## src/rtl/fir_pkg.sv

```systemverilog
// Shared types and defaults for the FIR coefficient sequencer and its bench.
package fir_pkg;

  typedef enum logic [1:0] {
    IDLE  = 2'd0,
    LOAD  = 2'd1,
    FLUSH = 2'd2,
    RUN   = 2'd3
  } state_e;

  localparam int unsigned NUM_TAPS_DEF = 8;
  localparam int unsigned DATA_W_DEF   = 16;
  localparam int unsigned COEF_W_DEF   = 16;
  localparam int unsigned OUT_W_DEF    = 32;
  localparam int unsigned FIR_LAT_DEF  = 2;

  // Flush counter must hold NUM_TAPS+FIR_LAT.
  function automatic int unsigned flush_cnt_w(input int unsigned taps, input int unsigned lat);
    return $clog2(taps + lat + 1);
  endfunction

endpackage

```

## src/rtl/fir_valid_delay.sv

```systemverilog
// 1-bit shift line with synchronous clear; carries sample tags alongside the FIR pipeline.
module fir_valid_delay #(
  parameter int unsigned DEPTH = 2
) (
  input  logic clk,
  input  logic rst_n,
  input  logic clr,
  input  logic d,
  output logic q
);

  logic [DEPTH-1:0] sr;

  always_ff @(posedge clk) begin
    if (!rst_n || clr) sr <= '0;
    else               sr <= DEPTH'({sr, d});
  end

  assign q = sr[DEPTH-1];

endmodule

```

## src/rtl/fir_coef_sequencer.sv

```systemverilog
// Loads a coefficient set into the FIR, flushes its delay line, then streams samples
// and returns tagged results so no output ever mixes coefficient sets.
module fir_coef_sequencer
  import fir_pkg::*;
#(
  parameter int unsigned NUM_TAPS = NUM_TAPS_DEF,
  parameter int unsigned DATA_W   = DATA_W_DEF,
  parameter int unsigned COEF_W   = COEF_W_DEF,
  parameter int unsigned OUT_W    = OUT_W_DEF,
  parameter int unsigned FIR_LAT  = FIR_LAT_DEF,
  parameter int unsigned ADDR_W   = $clog2(NUM_TAPS)
) (
  input  logic              clk,
  input  logic              rst_n,
  input  logic              cfg_start,
  input  logic              cfg_valid,
  output logic              cfg_ready,
  input  logic [COEF_W-1:0] cfg_coef,
  output logic              cfg_done,
  output logic              busy,
  input  logic              s_valid,
  output logic              s_ready,
  input  logic [DATA_W-1:0] s_data,
  output logic [DATA_W-1:0] fir_u_in,
  output logic [ADDR_W-1:0] fir_coef_addr,
  output logic [COEF_W-1:0] fir_coef,
  output logic              fir_we,
  input  logic [OUT_W-1:0]  fir_y,
  output logic              y_valid,
  output logic [OUT_W-1:0]  y_data
);

  localparam int unsigned FLUSH_LEN = NUM_TAPS + FIR_LAT;
  localparam int unsigned FCNT_W    = flush_cnt_w(NUM_TAPS, FIR_LAT);
  localparam logic [ADDR_W-1:0] LAST_ADDR  = ADDR_W'(NUM_TAPS - 1);
  localparam logic [FCNT_W-1:0] FLUSH_LAST = FCNT_W'(FLUSH_LEN - 1);

  state_e state_q, state_d;
  logic [ADDR_W-1:0] cnt_q;
  logic [FCNT_W-1:0] fcnt_q;
  logic cfg_hs, s_hs, reload;
  logic tag_q, tag_out;

  assign cfg_hs = cfg_valid && cfg_ready;
  assign s_hs   = s_valid && s_ready;
  assign reload = (state_q == RUN) && cfg_start;

  always_ff @(posedge clk) begin
    if (!rst_n) state_q <= IDLE;
    else        state_q <= state_d;
  end

  always_comb begin
    state_d = state_q;
    case (state_q)
      IDLE:    if (cfg_start) state_d = LOAD;
      LOAD:    if (cfg_hs && (cnt_q == LAST_ADDR)) state_d = FLUSH;
      FLUSH:   if (fcnt_q == FLUSH_LAST) state_d = RUN;
      RUN:     if (cfg_start) state_d = LOAD;
      default: state_d = IDLE;
    endcase
  end

  // Handshake qualifiers; a reload request blocks the sample in the same cycle.
  always_comb begin
    cfg_ready = 1'b0;
    s_ready   = 1'b0;
    busy      = 1'b0;
    case (state_q)
      LOAD: begin
        cfg_ready = 1'b1;
        busy      = 1'b1;
      end
      FLUSH:   busy    = 1'b1;
      RUN:     s_ready = !cfg_start;
      default: ;
    endcase
  end

  always_ff @(posedge clk) begin
    if (!rst_n) begin
      cnt_q  <= '0;
      fcnt_q <= '0;
    end else begin
      if (state_q != LOAD)                      cnt_q <= '0;
      else if (cfg_hs && (cnt_q != LAST_ADDR))  cnt_q <= cnt_q + 1'b1;
      if (state_q == FLUSH) fcnt_q <= fcnt_q + 1'b1;
      else                  fcnt_q <= '0;
    end
  end

  // FIR-facing registers; bubbles and load/flush cycles feed zeros.
  always_ff @(posedge clk) begin
    if (!rst_n) begin
      fir_we        <= 1'b0;
      fir_coef_addr <= '0;
      fir_coef      <= '0;
      fir_u_in      <= '0;
      tag_q         <= 1'b0;
      cfg_done      <= 1'b0;
    end else begin
      fir_we   <= cfg_hs;
      if (cfg_hs) begin
        fir_coef_addr <= cnt_q;
        fir_coef      <= cfg_coef;
      end
      fir_u_in <= s_hs ? s_data : '0;
      tag_q    <= s_hs;
      cfg_done <= (state_q == FLUSH) && (fcnt_q == FLUSH_LAST);
    end
  end

  fir_valid_delay #(
    .DEPTH (FIR_LAT)
  ) u_tag_delay (
    .clk   (clk),
    .rst_n (rst_n),
    .clr   (reload),
    .d     (tag_q),
    .q     (tag_out)
  );

  // Results still in flight at a reload are dropped here.
  always_ff @(posedge clk) begin
    if (!rst_n) begin
      y_valid <= 1'b0;
      y_data  <= '0;
    end else begin
      y_valid <= tag_out && !reload;
      if (tag_out && !reload) y_data <= fir_y;
    end
  end

endmodule

```

## config.mk

```make
export PLATFORM = sky130hd
export DESIGN_NAME = fir_coef_sequencer
export DESIGN_NICKNAME = d
export VERILOG_FILES = /design/src/rtl/fir_pkg.sv /design/src/rtl/fir_valid_delay.sv /design/src/rtl/fir_coef_sequencer.sv
export SDC_FILE = /design/constraint.sdc
export NUM_CORES = 1
export LEC_CHECK = 0
export CORE_ASPECT_RATIO = 1.2
export CORE_MARGIN = 4
export CORE_UTILIZATION = 45
export CTS_BUF_LIST = sky130_fd_sc_hd__clkbuf_8
export DETAILED_ROUTE_END_ITERATION = 7
export HOLD_SLACK_MARGIN = 0.06
export PLACE_DENSITY = 0.91
export SYNTH_ARGS = -nofsm -noshare
export SYNTH_HDL_FRONTEND = slang
export SYNTH_HIERARCHICAL = 1
export SYNTH_SLANG_ARGS = --single-unit
```

## constraint.sdc

```tcl
create_clock -name clk -period 3.5 [get_ports clk]
set_input_delay 0.7 -clock clk [delete_from_list [all_inputs] [get_ports clk]]
set_output_delay 0.7 -clock clk [all_outputs]
set_load 0.03 [all_outputs]
```

Word-level counts from Yosys, hierarchy flattened
Cells that the tools add are included.
W data, S select, Z words.
{ "word_totals": {"ff_bits": 82, "latch_bits": 0, "ram_bits": 0, "romBits": 0, "memories": 0} }
{ "classes": {"addsub": 2, "n_mul": 0, "n_div": 0, "order_cmp": 0, "eq_ne": 10, "shift": 0, "n_mux": 7, "bitwise": 1, "reduce_logical": 18} }
{ "ops": {"columns": ["operator", "n"], "rows": [
  ["$logic_and A1 B1 Y1", 7],
  ["$mux W2", 3],
  ["$pmux W2 S3", 1],
  ["$reduce_or A2 Y1", 3],
  ["$add A4 B1 Y4 const B", 1],
  ["$eq A2 B2 Y1 const B", 2],
  ["$eq A4 B4 Y1 const B", 1],
  ["$ne A2 B1 Y1 const B", 2],
  ["$ne A2 B2 Y1 const B", 2],
  ["$reduce_and A2 Y1", 2],
  ["$add A3 B1 Y3 const B", 1],
  ["$eq A3 B3 Y1 const B", 1],
  ["$logic_not A1 Y1", 3],
  ["$mux W1", 3],
  ["$ne A3 B3 Y1 const B", 1],
  ["$reduce_and A3 Y1", 1],
  ["$eq A2 B1 Y1 const B", 1],
  ["$logic_not A2 Y1", 1],
  ["$logic_or A1 B1 Y1", 1],
  ["$not A1 Y1", 1]
]} }

Depth between registers and ports, before layout
Gate-level depths: netlist of run 1.
{ "depth": {"word_depth": 6, "ltp_mapped": 7, "depth_no_buf": 5} }

Cells and area by module
Netlist of run 1, hierarchy kept.
{ "modules_own_cells": {"columns": ["module", "n_inst", "cells_per_inst", "area_each_um2", "seq_area_each_um2"], "rows": [
  ["fir_coef_sequencer", 1, 317, 2944.1, 1601.5],
  ["fir_valid_delay", 1, 4, 57.6, 40.0]
]} }

Worst setup path before layout of run 1
OpenSTA, ideal clock, no wires.
{ "synth_timing": {"path_type": "input to output", "startpoint": "input cfg_start", "endpoint": "output s_ready", "arrival_time_ns": 0.993, "path_slack_ns": 1.807, "cell_stages": 1, "path_cell_list": "nor2b_2"} }
{ "synth_via": {"elab_chain_cells": 2} }
{ "synth_lines": {"columns": ["item", "line", "rtl"], "rows": [
  ["start: declaration", "fir_coef_sequencer.sv:15", "input logic cfg_start,"],
  ["$logic_not A1 Y1", "fir_coef_sequencer.sv:75", "RUN: s_ready = !cfg_start;"],
  ["$mux W1", "fir_coef_sequencer.sv:69", "case (state_q)"],
  ["end: declaration", "fir_coef_sequencer.sv:22", "output logic s_ready,"]
]} }
No other way between the ends.

Worst setup path after layout of run 1
Ends and elaborated chain as after synthesis.

==> results of run 1 <==
[how the worst min path moves through the flow]
| stage | startpoint | to | slack [ns] |
|---|---|---|---|
| 6_report | y_data[29]$_SDFFE_PN0P_ | y_data[29]$_SDFFE_PN0P_ | 0.45 |
| 3_3_place_gp | y_data[29]$_SDFFE_PN0P_ | y_data[29]$_SDFFE_PN0P_ | 0.44 |
| 4_1_cts | y_data[6]$_SDFFE_PN0P_ | y_data[6]$_SDFFE_PN0P_ | 0.46 |
| 2_1_floorplan | fcnt_q[0]$_SDFF_PN0_ | fcnt_q[0]$_SDFF_PN0_ | 0.43 |
| 5_1_grt | y_data[6]$_SDFFE_PN0P_ | y_data[6]$_SDFFE_PN0P_ | 0.47 |
| 3_5_place_dp | y_data[6]$_SDFFE_PN0P_ | y_data[6]$_SDFFE_PN0P_ | 0.45 |
[metrics by stage]
stage | hold slack (ns) | power, mW
3_3_place_gp | 0.4400 | 1.506
6_report | 0.4536 | 2.091
4_1_cts | 0.4564 | 2.116
5_1_grt | 0.4727 | 2.195
2_1_floorplan | 0.4337 | 1.305
3_5_place_dp | 0.4460 | 1.522
[area by class of cell]
type	count	area [sq um]	area share
timing repair buffer	143	1421	0.3091
tap	85	106.4	0.02313
clock buffer	10	137.6	0.02993
inverter	5	18.77	0.004082
sequential	82	1642	0.3570
multi-input combinational	217	1239	0.2694
clock inverter	6	33.78	0.007347
[routing by layer]
layer	track usage	part of all wire
met1	0.1917	0.37
met2	0.3222	0.51
met3	0.05751	0.097
met4	0.08679	0.024
met5	0	0
[power by group through the flow]
| stage | sequential (mW) | combinational [mW] | clock [mW] |
|---|---|---|---|
| 2_1_floorplan | 1.11 | 0.200 | 0 |
| 3_3_place_gp | 1.03 | 0.472 | 0 |
| 3_5_place_dp | 1.04 | 0.484 | 0 |
| 4_1_cts | 1.02 | 0.490 | 0.610 |
| 5_1_grt | 1.02 | 0.521 | 0.650 |
| 6_report | 1.02 | 0.482 | 0.593 |
[cells by family (layout without fill, tap and decap cells)]
logic type | after synthesis | count (layout) | synth area share
AND/OR/NAND/NOR | 147 | 147 | 0.2209
flip-flops | 82 | 82 | 0.5469
AO/OA/AOI/OAI | 58 | 58 | 0.1471
buffers and inverters | 22 | 164 | 0.04043
adder cells (fa/ha/maj) | 7 | 7 | 0.02918
XOR/XNOR | 3 | 3 | 0.008755
multiplexers | 2 | 2 | 0.006670
[state kept, by name (all words and copies together), names as in the netlist]
name            cells
fir_coef           16
y_data             32
y_valid             1
u_tag_delay/sr      2
fir_we              1
cfg_done            1
fcnt_q              4
tag_q               1
fir_coef_addr       3
fir_u_in           16
state_q             2
cnt_q               3
[cell usage after synthesis (all sizes together), types with 2 or more instances]
master and count:
nand2 108, dfxtp 82, a21boi 53, and2 20
buf 12, nor2 8, ha 7, clkbuf 5
inv 5, a211oi 2, and3 2, and3b 2
mux2i 2, nor2b 2, xnor2 2
[worst max-delay path, cell delays in order]
cell and delay [ns]:
clkdlybuf4s50_1 0.53, nor2b_2 0.17, clkdlybuf4s50_1 0.69
==> flow_summary_export.csv, run 1 <==
group,metric,value,unit
power_and_ir_drop,power_frac_seq,0.486,
timing,achievable_freq,0.3580,GHz
final_layout,final_core_util,0.7133,
floorplan,design.die.area,0.008046,sq mm
drt,drt-total-wl,7280,microns
power_and_ir_drop,power.share.clock,0.283,
place,place_hpwl,5409,microns
synthesis,synth_flop_cell,"dfxtp_1",
synthesis,synth_largest_type_area_fraction,0.5469,
clock_network,cts_repair_resize_count,0,
synthesis,syn_nets,397,
final_layout,fin_nets,534,
setup_path,start_point_of_the_critical_path,"cfg_start",
global_route,number_of_antenna_violations_at_the_first_check_in_global_routing,0,
place,io_buffers,141,
final_layout,post_route_cells_drive_above_1_share,0.06479,
setup_path,timing.critical_path.required,2.80,ns
power_and_ir_drop,power_switching,612.5,uW
final_layout,num-fill-cells,531,
synthesis,number_of_standard_cells_after_synthesis,321,
clock_network,tritoncts,"yes",
clock_network,cts.sink_count,82,
drt,drt-wirelength-per-cell,13.28,microns
synthesis,asr_flop_ratio_synth,0,
setup_path,timing.reg2reg.setup_slack,1.88,ns
setup_path,crit_path_end_kind,"primary output",
power_and_ir_drop,power.leakage,1.694,nW
global_route,global_route.overflow_total,0,
global_route,global_route_wire_length_before_repair,11550,microns
synthesis,synthDominantAreaCellType,"dfxtp_1",
setup_path,setup.worst_path.end,"s_ready",
drt,drt_iter0_markers,96,
timing,final_critical_path_setup_slack,0.7071,ns
place,gp_congestion,0.7186,
clock_network,hold_buffers,0,
clock_network,clk_transition_reported_paths,0.07,ns
final_layout,layout_common_cells,"clkdlybuf4s50_1 (140), nand2_1 (108), dfxtp_1 (82)",
final_layout,antenna_cells,0,
synthesis,synth_top_cells_by_area,"dfxtp_1 (55%), nand2_1 (14%), a21boi_1 (9.8%), a21boi_0 (3.3%), ha_1 (2.9%)",
floorplan,die_width,82.56,microns
clock_network,clk_latency,0.35,ns
floorplan,io-pin-count,142,
drt,routed-via-count,2599,
timing,finalSetupTns,0,ns
timing,finalWorstPathRequiredPeriod,2.793,ns
setup_path,critical_path.max_fanout,6,
drt,drt_drc_violations_left,0,
timing,worst_clock_skew,0.01780,ns
floorplan,placementRows,32,
timing,maxSlewViolCount,0,
place,placed_cell_area,0.004427,sq mm
clock_network,cts.repair_timing.setup_buffer_count,0,
timing,worst-slew-pin-transition,0.6607,ns
floorplan,die_height,97.47,microns
synthesis,synth.cell_area,0.003002,sq mm
timing,relSlewSlack,0.5595,
timing,setup_viol_count_final,0,
power_and_ir_drop,sw_frac_of_total,0.2929,
clock_network,cts_root_buffer,"clkbuf_8",
final_layout,finalInstanceArea,0.004598,sq mm
drt,viasPerCell,4.743,
job,max_cap_violations,0,
setup_path,worstRegToRegCells,4,
setup_path,criticalPathCategory,"in -> out",
timing,timing.final.hold_violations,0,
synthesis,postSynthRegisterBits,82,
setup_path,r2r-start,"state_q[0]$_SDFFE_PN0P_",
min_path,holdCritPathClass,"reg -> reg",
status,outcome,"completed",
final_layout,most_common_cell_after_layout_fill_and_taps_aside,"clkdlybuf4s50_1",
drt,drtPass1Iterations,4,
setup_path,arrival,2.09,ns
synthesis,synthesis.yosys.warnings,6,
place,pre_cts_ws,0.7197,ns
floorplan,core_region_area,0.006446,sq mm
power_and_ir_drop,power_density,454.7,mW/mm^2
synthesis,synthDistinctLibCells,31,
power_and_ir_drop,internal_power_component,1.478,mW
floorplan,initial_utilization,0.4656,
timing,final_cycle_utilization_of_the_critical_path,0.7980,
clock_network,tritoncts.num_buffers,9,
power_and_ir_drop,power_frac_comb,0.231,
setup_path,worstReg2RegEnd,"fir_coef[5]$_SDFFE_PN0P_",
timing,setup_repair_after_global_routing_missed_its_margin,"false",
clock_network,htree_num_levels,3,
setup_path,timing.critical_path.from_type,"primary input",
final_layout,area_growth,53.19,%
synthesis,synth_sequential_area_ratio,0.5469,
min_path,holdPathStages,2,
power_and_ir_drop,max_rail_drop_vdd,0.0003840,V
final_layout,finish.cell_count_without_fillers,548,
place,placed_cells_incl_taps,532,
global_route,grt_pass1_vias,2566,
clock_network,clockBufferDepth,2,
global_route,track_usage,0.1836,
global_route,largest_net_degree_at_the_start_of_global_routing,46,
synthesis,synth-edff-count,0,
synthesis,synthesis.area_per_instance,9.351,sq um
drt,detail-route-antenna-nets,0,
Note: power is estimated with default switching activity, not from simulation.
==> inputs of run 2 (changes only) <==
- CORE_UTILIZATION: 45 -> 38
- PLACE_DENSITY: 0.91 -> 0.82
- clock period: 3.5 -> 2.2 ns (I/O delays scaled with it)
==> flow_summary_export.csv, run 2 (synthesis results as in run 1) <==
group,metric,value,unit
status,outcome,"completed",
global_route,global_route_wire_length_before_repair,11320,microns
power_and_ir_drop,power.leakage,1.723,nW
setup_path,critical_path.max_fanout,4,
setup_path,cp_num_cells,4,
setup_path,critPathTopFamily,"buffers and inverters",
setup_path,worstReg2RegEnd,"fir_coef[7]$_SDFFE_PN0P_",
timing,timing.final.hold_violations,0,
setup_path,timing.critical_path.from_type,"flop",
drt,detail-route-antenna-nets,0,
drt,drt-total-wl,7222,microns
final_layout,register_area,0.001642,sq mm
setup_path,max_stage_delay,0.39,ns
clock_network,cts_root_buffer,"clkbuf_8",
setup_path,setup.worst_path.end,"busy",
floorplan,design.die.area,0.009391,sq mm
final_layout,finish.cell_count_without_fillers,557,
setup_path,critPathMostFrequentCell,"inv_1",
floorplan,die_height,105.4,microns
timing,finalSetupTns,0,ns
setup_path,criticalPathCategory,"reg -> out",
place,pre_cts_ws,0.2946,ns
power_and_ir_drop,power_frac_comb,0.230,
setup_path,r2r-start,"state_q[1]$_SDFFE_PN0P_",
floorplan,io-pin-count,142,
setup_path,timing.reg2reg.setup_slack,0.62,ns
final_layout,multi_input_gate_area_in_the_final_layout,0.001239,sq mm
setup_path,cp.buffers_inverters,3,
final_layout,layout_common_cells,"clkdlybuf4s50_1 (137), nand2_1 (108), dfxtp_1 (82)",
floorplan,core_region_area,0.007707,sq mm
clock_network,cts.sink_count,82,
setup_path,crit_path_end_kind,"primary output",
final_layout,post_route_cells_drive_above_1_share,0.07097,
clock_network,tritoncts.num_buffers,9,
timing,final_cycle_utilization_of_the_critical_path,0.8979,
power_and_ir_drop,power_density,702.8,mW/mm^2
final_layout,final_core_util,0.6023,
clock_network,clk_latency,0.34,ns
global_route,grt_pass1_vias,2469,
drt,drtPass1Iterations,4,
power_and_ir_drop,max_rail_drop_vdd,0.0004289,V
final_layout,register_with_the_most_flip_flops,"y_data",
timing,worst-slew-pin-transition,0.6069,ns
setup_path,timing.critical_path.required,1.76,ns
setup_path,worstPathCellList,"inv_1, ha_1, inv_1, dlygate4sd2_1",
timing,achievable_freq,0.5062,GHz
place,gp_congestion,0.7851,
final_layout,num-fill-cells,678,
drt,drt_iter0_markers,106,
final_layout,area_growth,54.65,%
timing,setup_repair_after_global_routing_missed_its_margin,"false",
timing,relSlewSlack,0.5944,
min_path,holdCritPathClass,"reg -> reg",
global_route,track_usage,0.1539,
setup_path,worstRegToRegCells,5,
setup_path,cell_at_the_slowest_stage_of_the_critical_path,"dlygate4sd2_1",
global_route,largest_net_degree_at_the_start_of_global_routing,38,
drt,drt_drc_violations_left,0,
drt,viasPerCell,4.596,
clock_network,clk_transition_reported_paths,0.08,ns
global_route,global_route.overflow_total,0,
timing,maxSlewViolCount,0,
clock_network,clockBufferDepth,2,
clock_network,tritoncts,"yes",
timing,final_critical_path_setup_slack,0.2247,ns
timing,worst_clock_skew,0.007216,ns
floorplan,placementRows,35,
clock_network,htree_num_levels,3,
final_layout,fin_nets,537,
final_layout,most_common_cell_after_layout_fill_and_taps_aside,"clkdlybuf4s50_1",
timing,finalWorstPathRequiredPeriod,1.975,ns
floorplan,die_width,89.13,microns
job,max_cap_violations,0,
timing,setup_viol_count_final,0,
clock_network,hold_buffers,0,
power_and_ir_drop,power_switching,952.7,uW
power_and_ir_drop,power_frac_seq,0.495,
power_and_ir_drop,sw_frac_of_total,0.2920,
final_layout,biggestRegsByFlops,"y_data x32, fir_coef x16, fir_u_in x16",
final_layout,largest_register_ffs,32,
min_path,holdPathStages,2,
final_layout,antenna_cells,0,
power_and_ir_drop,power.share.clock,0.275,
setup_path,start_point_of_the_critical_path,"state_q[0]$_SDFFE_PN0P_",
drt,routed-via-count,2560,
place,place_hpwl,5467,microns
place,placed_cells_incl_taps,542,
floorplan,initial_utilization,0.3894,
drt,drt-wirelength-per-cell,12.97,microns
power_and_ir_drop,internal_power_component,2.310,mW
setup_path,arrival,1.54,ns
place,io_buffers,141,
global_route,number_of_antenna_violations_at_the_first_check_in_global_routing,0,
[run 2: through the flow]
stage / total power [mW] / hold slack [ns] / area, sq um
finish: 3.262 / 0.4513 / 4642
global route: 3.448 / 0.4719 / 4642
CTS: 3.315 / 0.4544 / 4639
detailed placement: 2.421 / 0.4440 / 4481
global placement: 2.405 / 0.4394 / 4481
floorplan: 2.077 / 0.4337 / 3002
[run 2: how the worst min path moves through the flow]
stage	start	end	slack, ns
3_3_place_gp	y_data[29]$_SDFFE_PN0P_	y_data[29]$_SDFFE_PN0P_	0.44
4_1_cts	y_data[0]$_SDFFE_PN0P_	y_data[0]$_SDFFE_PN0P_	0.45
6_report	y_data[0]$_SDFFE_PN0P_	y_data[0]$_SDFFE_PN0P_	0.45
5_1_grt	y_data[3]$_SDFFE_PN0P_	y_data[3]$_SDFFE_PN0P_	0.47
3_5_place_dp	y_data[0]$_SDFFE_PN0P_	y_data[0]$_SDFFE_PN0P_	0.44
2_1_floorplan	fcnt_q[0]$_SDFF_PN0_	fcnt_q[0]$_SDFF_PN0_	0.43
[run 2: layout make-up]
| class | count | area share |
|---|---|---|
| clock buffer | 9 | 0.02668 |
| clock inverter | 6 | 0.007817 |
| inverter | 5 | 0.004043 |
| multi-input combinational | 217 | 0.2668 |
| sequential | 82 | 0.3536 |
| tap | 92 | 0.02480 |
| timing repair buffer | 146 | 0.3162 |
[run 2: worst min-delay path: stages, from the launching register on]
cell and delay (ns):
dfxtp_1 0.31, nand2_1 0.05, a21boi_1 0.05
[run 2: routing by layer]
layer,track usage,wire [microns],vias to the layer above
met1,0.1716,2794,1165
met2,0.2634,3702,78
met5,0,0,-
met3,0.04457,557,13
li1,-,-,1304
met4,0.07021,167,0
[run 2: repair_timing]
item	in CTS	in global routing
resized for setup	1	1
setup endpoints to repair	1	1
buffers inserted	0	0
[run 2: power groups by stage]
stage	clock network, mW	registers [mW]	logic, mW
finish	0.897	1.61	0.750
global route	1.00	1.63	0.817
CTS	0.937	1.62	0.762
detailed placement	0	1.65	0.769
global placement	0	1.65	0.759
floorplan	0	1.76	0.319
